===== src/rtl/instr_mem_pkg.sv =====
// Shared definitions for the instruction memory fetch block:
// default widths, the NOP filler word and the response-slot state encoding.
package instr_mem_pkg;

  localparam int          DATA_W_DEF   = 32;
  localparam int          ADDR_W_DEF   = 4;
  localparam int          DEPTH_DEF    = 16;
  localparam logic [31:0] NOP_WORD_DEF = 32'h0000_0000;
  localparam int          CNT_W        = 16;

  typedef enum logic {
    ST_EMPTY = 1'b0,
    ST_FULL  = 1'b1
  } fetch_state_e;

endpackage


===== src/rtl/imem_array.sv =====
// Word-addressed instruction storage with synchronous, read-first access.
// The read register only loads on a read strobe so a stalled response holds.
module imem_array
  import instr_mem_pkg::*;
#(
  parameter int                DATA_W   = DATA_W_DEF,
  parameter int                ADDR_W   = ADDR_W_DEF,
  parameter int                DEPTH    = DEPTH_DEF,
  parameter logic [DATA_W-1:0] NOP_WORD = DATA_W'(NOP_WORD_DEF)
) (
  input  logic              clk,
  input  logic              rst_n,
  input  logic              wr_en,
  input  logic [ADDR_W-1:0] wr_addr,
  input  logic [DATA_W-1:0] wr_data,
  input  logic              rd_en,
  input  logic              rd_ok,
  input  logic [ADDR_W-1:0] rd_addr,
  output logic [DATA_W-1:0] rd_data
);

  logic [DATA_W-1:0] mem_r [DEPTH];
  logic [DATA_W-1:0] rd_data_r;

  // Storage write port; contents deliberately survive reset.
  always_ff @(posedge clk) begin
    if (wr_en) begin
      mem_r[wr_addr] <= wr_data;
    end
  end

  // Read register: old word wins over a same-edge write, NOP for bad addresses.
  always_ff @(posedge clk or negedge rst_n) begin
    if (!rst_n) begin
      rd_data_r <= NOP_WORD;
    end else if (rd_en) begin
      rd_data_r <= rd_ok ? mem_r[rd_addr] : NOP_WORD;
    end else begin
      rd_data_r <= rd_data_r;
    end
  end

  assign rd_data = rd_data_r;

endmodule


===== src/rtl/instr_mem_fetch.sv =====
// Instruction fetch front end: single-slot valid/ready response register,
// out-of-range error flagging and a saturating completed-response counter.
module instr_mem_fetch
  import instr_mem_pkg::*;
#(
  parameter int                DATA_W   = DATA_W_DEF,
  parameter int                ADDR_W   = ADDR_W_DEF,
  parameter int                DEPTH    = DEPTH_DEF,
  parameter logic [DATA_W-1:0] NOP_WORD = DATA_W'(NOP_WORD_DEF)
) (
  input  logic              clk,
  input  logic              rst_n,
  input  logic              wr_en,
  input  logic [ADDR_W-1:0] wr_addr,
  input  logic [DATA_W-1:0] wr_data,
  input  logic              req_valid,
  output logic              req_ready,
  input  logic [ADDR_W-1:0] req_addr,
  output logic              rsp_valid,
  input  logic              rsp_ready,
  output logic [DATA_W-1:0] rsp_instr,
  output logic              rsp_err,
  output logic [CNT_W-1:0]  fetch_cnt
);

  localparam logic [ADDR_W:0] DEPTH_C = (ADDR_W+1)'(DEPTH);

  fetch_state_e     state_r;
  fetch_state_e     state_nxt_s;
  logic             accept_s;
  logic             consume_s;
  logic             rd_ok_s;
  logic             wr_ok_s;
  logic             rsp_err_r;
  logic [CNT_W-1:0] fetch_cnt_r;

  assign rsp_valid = (state_r == ST_FULL);
  assign req_ready = !rsp_valid || rsp_ready;
  assign accept_s  = req_valid && req_ready;
  assign consume_s = rsp_valid && rsp_ready;
  assign rd_ok_s   = ({1'b0, req_addr} < DEPTH_C);
  // Loads are dropped while reset is held and when they fall outside the array.
  assign wr_ok_s   = wr_en && rst_n && ({1'b0, wr_addr} < DEPTH_C);

  imem_array #(
    .DATA_W   (DATA_W),
    .ADDR_W   (ADDR_W),
    .DEPTH    (DEPTH),
    .NOP_WORD (NOP_WORD)
  ) u_array (
    .clk     (clk),
    .rst_n   (rst_n),
    .wr_en   (wr_ok_s),
    .wr_addr (wr_addr),
    .wr_data (wr_data),
    .rd_en   (accept_s),
    .rd_ok   (rd_ok_s),
    .rd_addr (req_addr),
    .rd_data (rsp_instr)
  );

  // Response slot state register.
  always_ff @(posedge clk or negedge rst_n) begin
    if (!rst_n) begin
      state_r <= ST_EMPTY;
    end else begin
      state_r <= state_nxt_s;
    end
  end

  // Response slot next-state: fill on accept, drain on consume without refill.
  always_comb begin
    state_nxt_s = state_r;
    case (state_r)
      ST_EMPTY: begin
        if (accept_s) state_nxt_s = ST_FULL;
        else          state_nxt_s = ST_EMPTY;
      end
      ST_FULL: begin
        if (consume_s && !accept_s) state_nxt_s = ST_EMPTY;
        else                        state_nxt_s = ST_FULL;
      end
      default: state_nxt_s = ST_EMPTY;
    endcase
  end

  // Error flag travels with the fetched word.
  always_ff @(posedge clk or negedge rst_n) begin
    if (!rst_n) begin
      rsp_err_r <= 1'b0;
    end else if (accept_s) begin
      rsp_err_r <= !rd_ok_s;
    end else begin
      rsp_err_r <= rsp_err_r;
    end
  end

  // Completed-response counter, sticks at all-ones.
  always_ff @(posedge clk or negedge rst_n) begin
    if (!rst_n) begin
      fetch_cnt_r <= {CNT_W{1'b0}};
    end else if (consume_s && (fetch_cnt_r != {CNT_W{1'b1}})) begin
      fetch_cnt_r <= fetch_cnt_r + {{(CNT_W-1){1'b0}}, 1'b1};
    end else begin
      fetch_cnt_r <= fetch_cnt_r;
    end
  end

  assign rsp_err   = rsp_err_r;
  assign fetch_cnt = fetch_cnt_r;

endmodule


===== config.mk =====
export PLATFORM = sky130hd
export DESIGN_NAME = instr_mem_fetch
export DESIGN_NICKNAME = d
export VERILOG_FILES = /design/src/rtl/instr_mem_pkg.sv /design/src/rtl/imem_array.sv /design/src/rtl/instr_mem_fetch.sv
export SDC_FILE = /design/constraint.sdc
export NUM_CORES = 1
export LEC_CHECK = 0
export ABC_AREA = 1
export CAP_MARGIN = 25
export CORE_ASPECT_RATIO = 1.5
export CORE_MARGIN = 5
export CORE_UTILIZATION = 60
export DETAILED_ROUTE_END_ITERATION = 10
export HOLD_SLACK_MARGIN = 0.06
export PLACE_DENSITY = 0.8
export SETUP_SLACK_MARGIN = 0.02
export SYNTH_ARGS = -nofsm -noshare
export SYNTH_HDL_FRONTEND = slang
export SYNTH_SLANG_ARGS = --single-unit

===== constraint.sdc =====
create_clock -name clk -period 3 [get_ports clk]
set_input_delay 0.3 -clock clk [delete_from_list [all_inputs] [get_ports clk]]
set_output_delay 0.3 -clock clk [all_outputs]
set_load 0.02 [all_outputs]

==> results by group <==
Outcome
  • Status: finished, final reports clean

Clocking
  • Clock root buffer: clkbuf_16
  • Clock sinks: 561
  • Clock Path Buffers: 3
  • Post-CTS Repair Setup Buffers: 0
  • CTS tree: done
  • H-tree levels: 2
  • Total CTS buffers: 49
  • Clk slew on worst S/H paths: 0.06 ns
  • Worst-Skew Late Latency: 0.57 ns

Die
  • Die height: 248 um
  • Full die area: 42,000 um^2
  • FP Rows: 87
  • Area of the core: 37,600 um^2
  • Initial Util: 60.6%
  • IO Count: 96
  • Die Wd: 169 um

Detailed routing
  • Drt pass-1 iters: 6
  • Drt drc: 0
  • DRT met1 WL: 19.6 mm
  • Initial DRC Count: 1,905
  • Via count: 15,578
  • Vias per cell: 6.01
  • Wire length per cell: 21.9 um
  • Met2 Wirelength: 29.5 mm
  • WL met3: 5.15 mm
  • Final wirelength: 56.8 mm
  • Post-DRT Antenna Nets: 0
  • DR top layer: met5

Worst setup path
  • Slowest CP cell: clkdlybuf4s50_1
  • Worst EP arrival: 1.72 ns
  • CP cell instances: clkdlybuf4s50_1
  • Crit path max-delay family: buffers and inverters
  • WP data required: 2.70 ns
  • Bufs and invs on worst path: 1
  • CP Capture Type: output pin
  • Crit path largest cell delay: 0.66 ns
  • Crit-path max FO: 7
  • Crit path kind: register to output pin
  • Setup crit start kind: register

Pwr
  • Logic pwr share: 9.7%
  • Clk pwr share: 37.4%
  • Switching power: 3950 uW
  • Power density over the cells: 648 nW/um^2
  • Leakage Power: 0.00977 uW
  • Max IR drop VDD: 0.470 mV
  • Cell Int Power: 12,900 uW
  • Sw Share: 23.5%
  • Reg power frac: 52.9%
  • Pwr Total: 16,800 uW

Finish
  • Layout Nets: 2,106
  • Share of cells above drive strength 1: 7.48%
  • Fillers: 2,487
  • Final Util: 69.1%
  • Area Overhead vs Synth: 14.1%

STA
  • Worst hold slack: 0.298 ns
  • Slew @ Worst Pin: 1.02 ns
  • Max-slew headroom: 32.2%
  • Final setup margin: 0.976 ns
  • Setup violators final: 0
  • Fmax: 494 MHz
  • Max-slew violations: 0
  • RSZ-0062 raised after global routing: false
  • Period Utilization, post-route: 67.5%
  • Final Hold Vio Count: 0
  • Setup TNS: 0 ns
  • Clk_skew: 0.00864 ns
  • Tmin final: 2.02 ns

Yosys
  • Syn. warnings: 0
  • Syn Nets: 2,027
  • Top cells by area, synth: edfxtp_1 68%, nand2_1 14%, nand3_1 8.7%, dfrtp_1 5.4%, buf_4 1.1%
  • FF+latch count, synth: 561
  • Most frequent cell after synthesis: nand2_1
  • Seq/Total Area, Yosys: 73.0%
  • Yosys top cell by area: edfxtp_1
  • Post-synth top area share: 67.6%
  • Cell variety after synth: 26
  • Avg Cell Area, Syn: 11.5 um^2
  • Cells after Synth: 1,981
  • Post-synth ARST share: 8.73%
  • Synthesized area: 22,700 um^2
  • Synth cell count leaders: 826 x nand2_1, 512 x edfxtp_1, 395 x nand3_1
  • Synth Flop Type: edfxtp_1
  • Post-synth EDFFs: 512

Global route
  • Remaining global-route overflow: 0
  • Tot GR Track Use: 26.6%
  • Largest net degree at the start of global routing: 165
  • Vias in the first global route: 15,790
  • Initial antenna violation count: 4
  • First-pass GRT wire length: 87.0 mm

Placed design
  • Pre-CTS WS: 0.636 ns
  • # port buffers: 94
  • GPL Wtd Cong: 0.863
  • DP HPWL: 29.6 mm

Run
  • Max-cap violations: 0

Min path
  • Hold WC Path Type: input pin to register
-- area by class of cell --
type / count / area [um^2] / share of cell area (%)
Antenna cell: 3 / 7.51 / 0.0289
Clock buffer: 66 / 1360 / 5.25
Clock inverter: 24 / 235 / 0.906
Inverter: 22 / 90.1 / 0.347
Multi-Input combinational cell: 1284 / 5570 / 21.5
Sequential cell: 561 / 16600 / 64.0
Tap cell: 489 / 612 / 2.36
Timing Repair Buffer: 142 / 1480 / 5.68
-- metal layers --
metal / global-route usage [%] / vias to the layer above
met3: 4.27 / 176
met4: 13.0 / 2
met2: 46.3 / 963
met1: 32.3 / 7467
li1: - / 6970
met5: 0 / -
-- metrics by stage --
| stage | std cells | instance area, um^2 |
|---|---|---|
| floorplan | 1981 | 22700 |
| global placement | 2497 | 24300 |
| detailed placement | 2497 | 24300 |
| CTS | 2588 | 25900 |
| global route | 2591 | 26000 |
| finish | 2591 | 26000 |
-- sequential cells by signal, summed over array words and instances, names as in the netlist --
signal	count
fetch_cnt	16
u_array.rd_data	32
rsp_valid	1
u_array.mem_r	512
-- kinds of logic after synthesis --
kind of cell               count (synthesis)  share of synthesized area [%]
AOI/OAI and AO/OA                          8                          0.275
xor gates and xnor gates                   9                          0.347
adders and majority gates                  1                         0.0550
buffers and inverters                    136                           3.06
DFF                                      561                           73.0
other                                      1                         0.0165
and+or+nand+nor                         1265                           23.3
-- worst paths after layout --
path / from / endpoint / slack, ns / cells after the start
setup reg to reg: fetch_cnt[0]$_DFFE_PN0P_ / fetch_cnt[10]$_DFFE_PN0P_ / 1.01 / 8
min in group asynchronous: rst_n / u_array.rd_data[25]$_DFFE_PN0P_ / 0.48 / 3
hold reg to reg: u_array.rd_data[23]$_DFFE_PN0P_ / u_array.rd_data[23]$_DFFE_PN0P_ / 0.48 / 2
setup / recovery: fetch_cnt[2]$_DFFE_PN0P_ / fetch_cnt[2] / 0.98 / 1
max in group asynchronous: rst_n / u_array.rd_data[12]$_DFFE_PN0P_ / 1.97 / 3
hold / removal: req_valid / rsp_valid$_DFF_PN0_ / 0.30 / 3
-- cells in the final DEF, fill, tap and decap left out, types with 6 or more instances in the layout --
| cell | Yosys | routed |
|---|---|---|
| clkdlybuf4s50_1 | 0 | 89 |
| nand3_1 | 395 | 395 |
| nor2_4 | 0 | 16 |
| buf_12 | 0 | 15 |
| xor2_1 | 7 | 7 |
| dfrtp_1 | 49 | 49 |
| clkbuf_1 | 25 | 12 |
| buf_4 | 32 | 33 |
| nor2_1 | 28 | 12 |
| o21ai_2 | 6 | 6 |
| inv_1 | 20 | 19 |
| clkbuf_16 | 0 | 51 |
| edfxtp_1 | 512 | 512 |
| nand2_1 | 826 | 826 |
| clkinv_2 | 0 | 10 |
-- timing repair --
item                                   in CTS  in global routing
gates resized for setup                     0                  0
endpoints found under the hold margin      49                  0
hold buffers                                1                  0
-- power by group through the flow --
stage	registers [uW]	logic (uW)	clock network (uW)
4_1_cts	8890	1630	6320
3_3_place_gp	9050	1570	0
3_5_place_dp	9060	1620	0
5_1_grt	8910	1770	6660
2_1_floorplan	9190	764	0
6_report	8900	1640	6300
-- worst register-to-register path, cell delays in order (launching register included) --
cell     delay (ns)
dfrtp_1        0.45
ha_1           0.33
nand3_2        0.16
nor3_4         0.25
nand2_2        0.10
nand2_2        0.07
nand2_2        0.26
nand2_1        0.20
o21ai_2        0.07
No activity file was read; power rests on OpenSTA's default activity.
